**src/rtl/updown_counter_scan.sv**
```systemverilog
// Button-driven up/down counter with synchronise, debounce and hold-to-repeat per button,
// showing the count in hex on a multiplexed 7-segment display.
module updown_counter_scan #(
   parameter int               WIDTH        = 8,
   parameter int               DIGITS       = 2,
   parameter int               WRAP         = 1,
   parameter logic [WIDTH-1:0] MAX_VAL      = {WIDTH{1'b1}},
   parameter int               DEB_CYCLES   = 16,
   parameter int               REPEAT_DELAY = 1000,
   parameter int               REPEAT_RATE  = 200,
   parameter int               SCAN_CYCLES  = 1000
) (
   input  logic              clock,
   input  logic              reset,
   input  logic              incr,
   input  logic              decr,
   input  logic              clr,
   output logic [WIDTH-1:0]  value,
   output logic              at_max,
   output logic              at_min,
   output logic [6:0]        seg,
   output logic [DIGITS-1:0] dig_sel
);

   localparam int DCW   = $clog2(DEB_CYCLES + 1);
   localparam int TMAX  = (REPEAT_DELAY > REPEAT_RATE) ? REPEAT_DELAY : REPEAT_RATE;
   localparam int TW    = $clog2(TMAX + 1);
   localparam int SW    = $clog2(SCAN_CYCLES + 1);
   localparam int IW    = (DIGITS > 1) ? $clog2(DIGITS) : 1;

   typedef enum logic [1:0] {
      ST_IDLE   = 2'd0,
      ST_HELD   = 2'd1,
      ST_REPEAT = 2'd2
   } state_t;

   function automatic logic [6:0] hex_glyph(input logic [3:0] nib);
      case (nib)
         4'h0: hex_glyph = 7'h3F;
         4'h1: hex_glyph = 7'h06;
         4'h2: hex_glyph = 7'h5B;
         4'h3: hex_glyph = 7'h4F;
         4'h4: hex_glyph = 7'h66;
         4'h5: hex_glyph = 7'h6D;
         4'h6: hex_glyph = 7'h7D;
         4'h7: hex_glyph = 7'h07;
         4'h8: hex_glyph = 7'h7F;
         4'h9: hex_glyph = 7'h6F;
         4'hA: hex_glyph = 7'h77;
         4'hB: hex_glyph = 7'h7C;
         4'hC: hex_glyph = 7'h39;
         4'hD: hex_glyph = 7'h5E;
         4'hE: hex_glyph = 7'h79;
         4'hF: hex_glyph = 7'h71;
         default: hex_glyph = 7'h00;
      endcase
   endfunction

   logic [1:0]       raw_s;
   logic [1:0]       step_s;
   logic [WIDTH-1:0] value_r;
   logic [WIDTH-1:0] value_s;

   assign raw_s = {decr, incr};

   for (genvar b = 0; b < 2; b++) begin : g_btn
      logic           sync1_r, sync2_r, deb_r;
      logic [DCW-1:0] deb_cnt_r;
      state_t         state_r, state_s;
      logic [TW-1:0]  timer_r, timer_s;
      logic           step_r, step_nx_s;

      // Two-flop synchroniser for the asynchronous button
      always_ff @(posedge clock) begin
         if (!reset) begin
            sync1_r <= 1'b0;
            sync2_r <= 1'b0;
         end else begin
            sync1_r <= raw_s[b];
            sync2_r <= sync1_r;
         end
      end

      // Debouncer: accept a new level only after DEB_CYCLES unbroken cycles of disagreement
      always_ff @(posedge clock) begin
         if (!reset) begin
            deb_r     <= 1'b0;
            deb_cnt_r <= {DCW{1'b0}};
         end else if (sync2_r != deb_r) begin
            if (deb_cnt_r == DCW'(DEB_CYCLES - 1)) begin
               deb_r     <= sync2_r;
               deb_cnt_r <= {DCW{1'b0}};
            end else begin
               deb_cnt_r <= deb_cnt_r + DCW'(1);
            end
         end else begin
            deb_cnt_r <= {DCW{1'b0}};
         end
      end

      // Repeat FSM state, timer and registered step pulse
      always_ff @(posedge clock) begin
         if (!reset) begin
            state_r <= ST_IDLE;
            timer_r <= {TW{1'b0}};
            step_r  <= 1'b0;
         end else begin
            state_r <= state_s;
            timer_r <= timer_s;
            step_r  <= step_nx_s;
         end
      end

      // Repeat FSM next state; IDLE with a high level only follows a debounced rise
      always_comb begin
         state_s   = state_r;
         timer_s   = timer_r;
         step_nx_s = 1'b0;
         case (state_r)
            ST_IDLE: begin
               timer_s = {TW{1'b0}};
               if (deb_r) begin
                  step_nx_s = 1'b1;
                  state_s   = ST_HELD;
               end else begin
                  state_s   = ST_IDLE;
               end
            end
            ST_HELD: begin
               if (!deb_r) begin
                  state_s = ST_IDLE;
                  timer_s = {TW{1'b0}};
               end else if (timer_r == TW'(REPEAT_DELAY - 1)) begin
                  step_nx_s = 1'b1;
                  state_s   = ST_REPEAT;
                  timer_s   = {TW{1'b0}};
               end else begin
                  timer_s = timer_r + TW'(1);
               end
            end
            ST_REPEAT: begin
               if (!deb_r) begin
                  state_s = ST_IDLE;
                  timer_s = {TW{1'b0}};
               end else if (timer_r == TW'(REPEAT_RATE - 1)) begin
                  step_nx_s = 1'b1;
                  timer_s   = {TW{1'b0}};
               end else begin
                  timer_s = timer_r + TW'(1);
               end
            end
            default: begin
               state_s = ST_IDLE;
               timer_s = {TW{1'b0}};
            end
         endcase
      end

      assign step_s[b] = step_r;
   end

   // Next count: clear beats steps, simultaneous steps cancel
   always_comb begin
      value_s = value_r;
      if (clr) begin
         value_s = {WIDTH{1'b0}};
      end else if (step_s[0] && step_s[1]) begin
         value_s = value_r;
      end else if (step_s[0]) begin
         if (value_r == MAX_VAL) begin
            value_s = (WRAP != 0) ? {WIDTH{1'b0}} : MAX_VAL;
         end else begin
            value_s = value_r + WIDTH'(1);
         end
      end else if (step_s[1]) begin
         if (value_r == {WIDTH{1'b0}}) begin
            value_s = (WRAP != 0) ? MAX_VAL : {WIDTH{1'b0}};
         end else begin
            value_s = value_r - WIDTH'(1);
         end
      end else begin
         value_s = value_r;
      end
   end

   // Count register
   always_ff @(posedge clock) begin
      if (!reset) begin
         value_r <= {WIDTH{1'b0}};
      end else begin
         value_r <= value_s;
      end
   end

   assign value  = value_r;
   assign at_max = (value_r == MAX_VAL);
   assign at_min = (value_r == {WIDTH{1'b0}});

   logic [SW-1:0]         scan_cnt_r;
   logic [IW-1:0]         idx_r, idx_s;
   logic [4*DIGITS-1:0]   padded_s;
   logic [3:0]            nibble_s;
   logic [6:0]            seg_r;
   logic [DIGITS-1:0]     dig_sel_r;

   // Digit index for the coming cycle; seg and dig_sel both follow it so they switch together
   always_comb begin
      idx_s = idx_r;
      if (scan_cnt_r == SW'(SCAN_CYCLES - 1)) begin
         idx_s = (idx_r == IW'(DIGITS - 1)) ? IW'(0) : idx_r + IW'(1);
      end else begin
         idx_s = idx_r;
      end
   end

   assign padded_s = (4*DIGITS)'(value_r);
   assign nibble_s = padded_s[4*idx_s +: 4];

   // Scan timer and registered display outputs
   always_ff @(posedge clock) begin
      if (!reset) begin
         scan_cnt_r <= {SW{1'b0}};
         idx_r      <= {IW{1'b0}};
         seg_r      <= 7'h3F;
         dig_sel_r  <= ~(DIGITS'(1));
      end else begin
         scan_cnt_r <= (scan_cnt_r == SW'(SCAN_CYCLES - 1)) ? {SW{1'b0}} : scan_cnt_r + SW'(1);
         idx_r      <= idx_s;
         seg_r      <= hex_glyph(nibble_s);
         dig_sel_r  <= ~(DIGITS'(1) << idx_s);
      end
   end

   assign seg     = seg_r;
   assign dig_sel = dig_sel_r;

endmodule

```
**config.mk**
```make
export PLATFORM = sky130hd
export DESIGN_NAME = updown_counter_scan
export DESIGN_NICKNAME = d
export VERILOG_FILES = /design/src/rtl/updown_counter_scan.sv
export SDC_FILE = /design/constraint.sdc
export NUM_CORES = 1
export LEC_CHECK = 0
export CAP_MARGIN = 20
export CORE_ASPECT_RATIO = 1.5
export CORE_MARGIN = 1.5
export CORE_UTILIZATION = 40
export DETAILED_ROUTE_END_ITERATION = 10
export PLACE_DENSITY = 0.61
export SYNTH_ARGS = -nofsm -noshare
export SYNTH_HDL_FRONTEND = slang
export SYNTH_SLANG_ARGS = --single-unit
```
**constraint.sdc**
```tcl
create_clock -name clock -period 4 [get_ports clock]
set_input_delay 0.6 -clock clock [delete_from_list [all_inputs] [get_ports clock]]
set_output_delay 0.6 -clock clock [all_outputs]
set_load 0.01 [all_outputs]
```
Yosys cells after proc, flatten, opt, wreduce, memory -nomap -nowiden
Memories as Yosys holds them, arrays and structs flattened. A register that Yosys moved wholly into a read port is not among the register bits.
Index checks and enable logic that the tools add are counted.
{"block": "totals", "word_cells": 105, "inputBits": 5, "ram_bits": 0, "ff_bits": 63, "mem_bits_ro": 112, "mem_count": 1, "latch_bits": 0}
{"memory": "(no name shown)", "words": 16, "word_bits": 7, "read_ports": 1, "rd_clocked_by_memory_dff": 1, "wr": 0, "line": "38", "source": "case (nib)"}
{"block": "op_classes", "eq_ne": 18, "n_bitwise": 5, "reduce_logical": 15, "shifts": 2, "order_cmp": 0, "n_mul": 0, "n_div": 0, "n_mux": 38, "n_addsub": 8}
{"op": "2-to-1 mux 10 bit", "count": 8}
{"op": "case mux 10 bit (2 select lines)", "count": 2}
{"op": "2-to-1 mux 8 bit", "count": 4}
{"op": "adder 10 x 1 -> 10 bit (second input constant)", "count": 3}
{"op": "equality test 10 bit (second input constant)", "count": 3}
{"op": "equality test 10 x 8 -> 1 bit (second input constant)", "count": 2}
{"op": "2-to-1 mux 1 bit", "count": 14}
{"op": "2-to-1 mux 2 bit", "count": 6}
{"op": "case mux 2 bit (3 select lines)", "count": 2}
{"op": "adder 5 x 1 -> 5 bit (second input constant)", "count": 2}
{"op": "equality test 5 x 4 -> 1 bit (second input constant)", "count": 2}
{"op": "AND reduction 2 bit", "count": 5}
{"op": "adder 8 x 1 -> 8 bit (second input constant)", "count": 1}
{"op": "equality test 8 bit (second input constant)", "count": 1}
{"op": "logical NOT 8 bit", "count": 1}
{"op": "indexed part select 8 x 4 -> 4 bit", "count": 1}
{"op": "subtractor 8 x 1 -> 8 bit (second input constant)", "count": 1}
{"op": "!= test 3 bit (second input constant)", "count": 2}
{"op": "case mux 1 bit (3 select lines)", "count": 2}
{"op": "OR reduction 3 bit", "count": 2}
{"op": "equality test 2 x 1 -> 1 bit (second input constant)", "count": 2}
{"op": "equality test 2 bit (second input constant)", "count": 2}
{"op": "logical NOT 2 bit", "count": 2}
{"op": "!= test 2 bit (second input constant)", "count": 2}
{"op": "other kinds (9)", "count": 14}

Longest topological paths before layout
Gate-level depths: netlist (run 1).
{"block": "logic_depth", "word_depth": 5, "mapped_depth": 12}

Least setup slack after synthesis (run 1)
Ideal clock, no wire load.
{"block": "synth_path", "path_kind": "reg-to-reg", "from": "register scan_cnt_r[0]", "to": "register seg_r[4] (netlist: seg[4])", "period_less_slack_ps": 2649, "t_arrival_ps": 2527, "path_slack_ps": 1351, "stages_incl_launch_ff": 12, "required_time_ps": 3878, "setup_ps": 122, "n_path_buf": 0, "cell_sequence": "dfxtp_1 -> ha_1 -> and4bb_2 -> a31oi_1 -> nor2_2 -> mux2_2 -> inv_1 -> ha_1 -> nor2_1 -> nand3_1 -> o311ai_1 -> o32a_1"}
{"block": "synth_between", "elab_chain_len": 3}
{"item": "start: declaration", "line": "199", "source": "logic [SW-1:0] scan_cnt_r;"}
{"item": "start signal: assignment", "line": "222", "source": "scan_cnt_r <= {SW{1'b0}};"}
{"item": "start signal: assignment", "line": "227", "source": "scan_cnt_r <= (scan_cnt_r == SW'(SCAN_CYCLES - 1)) ? {SW{1'b0}} : scan_cnt_r + SW'(1);"}
{"item": "equality test 10 bit", "line": "209", "source": "if (scan_cnt_r == SW'(SCAN_CYCLES - 1)) begin"}
{"item": "2-to-1 mux 1 bit", "line": "209"}
{"item": "indexed part select 8 x 4 -> 4 bit", "line": "217", "source": "assign nibble_s = padded_s[4*idx_s +: 4];"}
{"item": "end: declaration", "line": "203", "source": "logic [6:0] seg_r;"}
Every way passes these cells.
A chain may end at the register's enable or synchronous reset.

Worst setup path after layout (run 1)
{"block": "layout_path", "from": "register value_r[0] (netlist: value[0])", "to": "output at_min"}
{"block": "layout_between", "elab_chain_len": 1}
{"item": "start: declaration", "line": "61", "source": "logic [WIDTH-1:0] value_r;"}
{"item": "start signal: assignment", "line": "189", "source": "value_r <= {WIDTH{1'b0}};"}
{"item": "start signal: assignment", "line": "191", "source": "value_r <= value_s;"}
{"item": "logical NOT 8 bit", "line": "197", "source": "assign at_min = (value_r == {WIDTH{1'b0}});"}
{"item": "end: declaration", "line": "20", "source": "output logic at_min,"}
Every way passes these cells.

==> results of run 1 <==
## metrics by stage
| step | worst slack, ns | hold slack, ns |
|---|---|---|
| 2_1_floorplan | 1.35 | 0.412 |
| 3_5_place_dp | 1.05 | 0.425 |
| 4_1_cts | 0.911 | 0.435 |
| 5_1_grt | 0.703 | 0.457 |
| 6_report | 0.931 | 0.431 |
| 3_3_place_gp | 1.14 | 0.419 |
## power groups by stage
stage | clock [mW] | sequential (mW) | combinational [mW]
2_1_floorplan | 0 | 0.710 | 0.0122
5_1_grt | 0.799 | 0.697 | 0.0240
3_5_place_dp | 0 | 0.711 | 0.0219
6_report | 0.742 | 0.697 | 0.0216
3_3_place_gp | 0 | 0.711 | 0.0218
4_1_cts | 0.769 | 0.697 | 0.0220
## worst max-delay path, cell delays in order, from the launching register on
cell,delay [ns]
dfxtp_1,0.42
inv_1,0.18
ha_1,0.16
or4b_1,0.51
nor2_1,0.28
clkdlybuf4s50_1,0.59
## routing by layer
metal / up-vias / track usage [%]
li1: 1594 / -
met1: 1472 / 19.3
met2: 82 / 30.6
met3: 16 / 3.45
met4: 0 / 13.2
met5: - / 0
## Yosys cell counts (3+ instances only)
master,instances
a211o_1,4
a211oi_1,7
a21o_1,3
a21oi_1,13
a31oi_1,9
and2_1,5
and3_1,16
clkbuf_1,10
dfxtp_1,69
ha_1,25
inv_1,21
mux2i_1,9
nand2_1,26
nand2b_1,9
nand3_1,25
nand4_1,6
nor2_1,59
nor3_1,14
o211ai_1,3
o21a_1,3
o21ai_0,9
or3_1,6
or4_1,5
xnor2_1,19
xor2_1,16
## cell families (layout without fill, tap and decap cells)
logic type | after synthesis | in the layout | share of synthesized area (%)
adder cells (fa/ha/maj) | 25 | 25 | 8.28
AO/OA/AOI/OAI | 70 | 70 | 13.5
multiplexers | 12 | 12 | 3.28
AND/OR/NAND/NOR | 190 | 190 | 26.5
flip-flops | 69 | 69 | 36.5
buffers and inverters | 37 | 63 | 3.84
XOR/XNOR | 35 | 35 | 8.11
## layout make-up
| type | count | area (um^2) |
|---|---|---|
| clock buffers | 13 | 240 |
| flip-flops and latches | 69 | 1380 |
| multi-input cells | 332 | 2250 |
| repair buffers | 26 | 253 |
| inverters | 22 | 82.6 |
| well taps | 112 | 140 |
| fillers | 896 | 4810 |
| clock inverters | 2 | 35.0 |
## flip-flops by register name, summed over array words and instances, names as in the netlist
register / cells
g_btn.state_r: 4
g_btn.sync2_r: 2
g_btn.deb_r: 2
scan_cnt_r: 10
g_btn.deb_cnt_r: 10
g_btn.sync1_r: 2
value: 8
dig_sel: 2
g_btn.step_r: 2
seg: 7
g_btn.timer_r: 20
## cells in the final DEF (no fill, tap or decap), types with 13 or more instances in the layout
cell | synthesis | layout
dfxtp_1 | 69 | 69
nor2_1 | 59 | 59
nand2_1 | 26 | 26
nand3_1 | 25 | 25
ha_1 | 25 | 25
clkdlybuf4s50_1 | 0 | 23
inv_1 | 21 | 21
xnor2_1 | 19 | 19
and3_1 | 16 | 16
xor2_1 | 16 | 16
nor3_1 | 14 | 14
a21oi_1 | 13 | 13
## worst max-delay path by stage
stage / startpoint / endpoint / slack [ns] / cells after the start
detailed placement: scan_cnt_r[0] / seg[5] / 1.05 / 12
floorplan: scan_cnt_r[0] / seg[4] / 1.35 / 11
global placement: scan_cnt_r[0] / seg[4] / 1.14 / 11
CTS: value[0] / at_min / 0.91 / 5
finish: value[0] / at_min / 0.93 / 5
global route: scan_cnt_r[0] / seg[5] / 0.70 / 12
==> results.txt, run 1 <==
outcome - finished clean
warnings from Yosys - 0
port bufs - 23
CTS tree - yes
Async S/R FF share, synth - 0%
top layer in use - met4
Root Buffer - clkbuf_16
initial DRC count - 167
post-detailed-route wirelength per cell - 13.9 um
Finished Core Util - 47.7%
Netlist cell types - 61
Cell Pwr Density - 333 nW/um^2
Post-DP HPWL - 5920 um
Reg power frac - 47.7%
Max Clk Rate - 326 MHz
Switch Pwr - 0.280 mW
cts hold-fix bufs - 0
Worst Skew - 0.00381 ns
CP Max Fanout - 10
worst r2r src - scan_cnt_r[0]
Slew @ Worst Pin - 0.617 ns
worst hold stages - 1
CTS resizes - 0
Worst Path Required - 3.40 ns
largest net degree at the start of global routing - 19
drc violations - 0
unrepaired setup endpoints after global routing - false
Hold Path Class - flip-flop to flip-flop
maxcap violations - 0
global-route wire length before repair - 13900 um
Slew Limit Fails - 0
Non-Filler Instances - 576
Layout area overhead - 16.0%
Mapped Cells - 438
met2 wire len - 4190 um
Synth Cell Area - 3780 um^2
initial antenna violation count - 0
Sw Share - 19.2%
1st-pass router iterations - 4
worst-case reg-to-reg path depth - 12
antenna-violating nets left - 0
Clock Latency Late Sink - 0.32 ns
Hold EP - g_btn[0].sync2_r
Die W - 82.4 um
placed cell areas - 4110 um^2
Synth top area share - 36.5%
R2R Setup Slk - 1.00 ns
Total Routing Usage GR - 18.1%
Clock transition at path regs - 0.05 ns
GP Congestion - 0.844
core area - 9200 um^2
peak supply drop - 0.223 mV
vias per std cell - 5.49
io pins - 24
layout cell share with drive strength beyond 1 - 5.60%
cell row count - 43
Pleak - 1.63 nW
die area - 10100 um^2
#FFs+latches synth - 69
dpl cells - 561
Setup Viol. Count Final - 0
vias - 3164
synth top area cells - dfxtp_1 37%, ha_1 8.3%, nor2_1 5.9%
DR WL met3 - 352 um
syn avg cell area - 8.63 um^2
number of synthesized flops with an enable pin - 0
WP data arrival - 2.47 ns
buffers inserted by post-CTS timing repair - 0
Main synth FF type - dfxtp_1
post-synth top area cell - dfxtp_1
TritonCTS Buffers - 9
total grt overflow - 0
Startpoint Class - flip-flop
total power - 1.46 mW
Longest Clk Path Bufs - 2
Routed met1 length - 3230 um
Final Critical Period - 3.07 ns
Slew headroom - 58.8%
Final Hold Viols - 0
Starting Density - 41.1%
final net count - 490
H-tree levels - 3
ant diodes - 0
Reg2Reg Capture Point - seg[5]
Logic pwr share - 1.5%
vias in the first global route - 3114
Sink Count - 69
die height - 122 um
post-synth net total - 468
post-synthesis sequential area ratio - 36.5%
routed wire length - 8010 um
P_int - 1.18 mW
crit path kind - flip-flop to primary output
final worst-path cycle share - 76.7%
final cell area excluding filler cells - 4390 um^2
critical path capture point type - primary output
TNS Setup - 0 ns
min-delay src - g_btn[0].sync1_r
Clk network pwr share - 50.8%
(Power assumes the default switching activity.)
==> run 2, diff against run 1 <==
--- a/config.mk
+++ b/config.mk
@@ -10,7 +10,7 @@
 export CORE_MARGIN = 1.5
 export CORE_UTILIZATION = 40
 export DETAILED_ROUTE_END_ITERATION = 10
-export PLACE_DENSITY = 0.61
+export PLACE_DENSITY = 0.63
 export SYNTH_ARGS = -nofsm -noshare
 export SYNTH_HDL_FRONTEND = slang
 export SYNTH_SLANG_ARGS = --single-unit
==> constraint.sdc (replaced) <==
create_clock -name clock -period 2.56 [get_ports clock]
set_input_delay 0.384 -clock clock [delete_from_list [all_inputs] [get_ports clock]]
set_output_delay 0.384 -clock clock [all_outputs]
set_load 0.01 [all_outputs]
==> results.txt, run 2 (synthesis gave the netlist of run 1 again) <==
maxcap violations - 0
Clock Latency Late Sink - 0.33 ns
TritonCTS Buffers - 9
vias in the first global route - 3201
layout cell share with drive strength beyond 1 - 12.8%
Worst Skew - 0.00352 ns
H-tree levels - 3
final cell area excluding filler cells - 4590 um^2
Max Clk Rate - 411 MHz
final net count - 511
ant diodes - 0
core area - 9200 um^2
final worst-path cycle share - 94.9%
initial antenna violation count - 0
peak supply drop - 0.477 mV
Post-DP HPWL - 6190 um
Sink Count - 69
vias - 3270
largest net degree at the start of global routing - 17
Startpoint Class - flip-flop
Final Critical Period - 2.43 ns
FILL cells - 840
Slew Limit Fails - 0
crit path kind - flip-flop to flip-flop
CTS tree - yes
placed cell areas - 4270 um^2
most frequent cells in the layout - 66 x dfxtp_1, 58 x nor2_1, 26 x nand2_1
busiest grt layer - met2
Most flops, register - g_btn.timer_r
total power - 2.26 mW
most common cell after layout, fill and taps aside - dfxtp_1
Longest Clk Path Bufs - 2
1st-pass router iterations - 4
Cell Pwr Density - 493 nW/um^2
initial DRC count - 155
die area - 10100 um^2
drc violations - 0
die height - 122 um
Slew headroom - 52.1%
Setup Viol. Count Final - 0
Total Routing Usage GR - 18.5%
Final Hold Viols - 0
final worst setup slack - 0.130 ns
top flop regs - g_btn.timer_r x20, g_btn.deb_cnt_r x10, scan_cnt_r x10
Place WS - 0.00952 ns
Root Buffer - clkbuf_16
Starting Density - 41.1%
post-detailed-route wirelength per cell - 14.2 um
Worst Path Required - 2.81 ns
GP Congestion - 0.882
Hold Path Class - flip-flop to flip-flop
vias per std cell - 5.47
routed wire length - 8490 um
Slew @ Worst Pin - 0.712 ns
met2 Resource Use GR - 32.8%
Clock transition at path regs - 0.05 ns
total grt overflow - 0
port bufs - 23
Global Route met1 Usage - 21.0%
antenna-violating nets left - 0
GR Layer Usage met3 - 3.22%
Layout area overhead - 21.4%
WP data arrival - 2.68 ns
outcome - finished clean
CP Max Fanout - 4
max FFs per register - 20
io pins - 24
global-route wire length before repair - 14400 um
Pleak - 1.73 nW
critical path capture point type - flip-flop
Die W - 82.4 um
cell row count - 43
## run 2: changes by cell type in the layout (fill, tap and decap cells not counted), sizes merged
cell,previous run,this run
dlygate4sd2,0,1
clkdlybuf4s50,23,22
clkbuf,13,12
clkinvlp,0,1
clkinv,2,4
buf,3,24
bufinv,1,0
## run 2: critical path, cell delays in order (launching register included)
cell      delay (ns)
dfxtp_2         0.35
ha_4            0.15
and4bb_2        0.24
a31oi_1         0.12
nor2_2          0.25
mux2_4          0.36
inv_2           0.11
ha_1            0.21
mux2i_1         0.08
o221ai_1        0.19
a21oi_1         0.09
a32oi_1         0.20
## run 2: per-layer routing
layer	wire [um]	part of all wire (%)
met5	0	0
met4	197	2.3
met3	278	3.3
met2	4430	52
met1	3580	42
## run 2: final cells by class
| type | instances | area, um^2 | share of cell area, % |
|---|---|---|---|
| Multi-Input combinational cell | 332 | 2290 | 50.0 |
| Sequential cell | 69 | 1390 | 30.2 |
| Timing Repair Buffer | 47 | 409 | 8.91 |
| Clock buffer | 12 | 256 | 5.59 |
| Tap cell | 112 | 140 | 3.05 |
| Inverter | 22 | 82.6 | 1.80 |
| Clock inverter | 4 | 22.5 | 0.491 |
## run 2: report_power, final
group / switching, mW / leakage [nW] / internal [mW]
clock network: 0.430 / 0.138 / 0.702
logic: 0.0215 / 1.04 / 0.0189
registers: 0.00595 / 0.558 / 1.08
total: 0.457 / 1.73 / 1.80
## run 2: path summary, 6_finish.rpt
check	from	endpoint	slack (ns)	depth (start not counted)
max	scan_cnt_r[1]	seg[5]	0.13	11
min	g_btn[1].sync1_r	g_btn[1].sync2_r	0.43	1
max reg2reg	scan_cnt_r[1]	seg[5]	0.13	11
min reg2reg	g_btn[1].sync1_r	g_btn[1].sync2_r	0.43	1
## run 2: timing repair
action / in CTS / in global routing
pin swaps: 0 / 2
buffers inserted: 0 / 2
hold buffers: 0 / 0
setup endpoints to repair: 1 / 3
resized for setup: 3 / 8
## run 2: through the flow
stage / setup TNS, ns / utilization [%] / hold WS (ns) / instances
floorplan: -0.0129 / - / 0.412 / 438
global placement: 0 / 46.4 / 0.419 / 580
detailed placement: 0 / 46.4 / 0.421 / 580
CTS: 0 / 49.4 / 0.433 / 596
global route: -0.00419 / 49.9 / 0.453 / 598
finish: 0 / 49.9 / 0.429 / 598
==> run 3, diff against run 2 <==
--- a/config.mk
+++ b/config.mk
@@ -11,6 +11,7 @@
 export CORE_UTILIZATION = 40
 export DETAILED_ROUTE_END_ITERATION = 10
 export PLACE_DENSITY = 0.63
+export SLEW_MARGIN = 20
 export SYNTH_ARGS = -nofsm -noshare
 export SYNTH_HDL_FRONTEND = slang
 export SYNTH_SLANG_ARGS = --single-unit
==> results of run 3 <==
The final DEF is identical to that of run 2; final timing and power are the same.
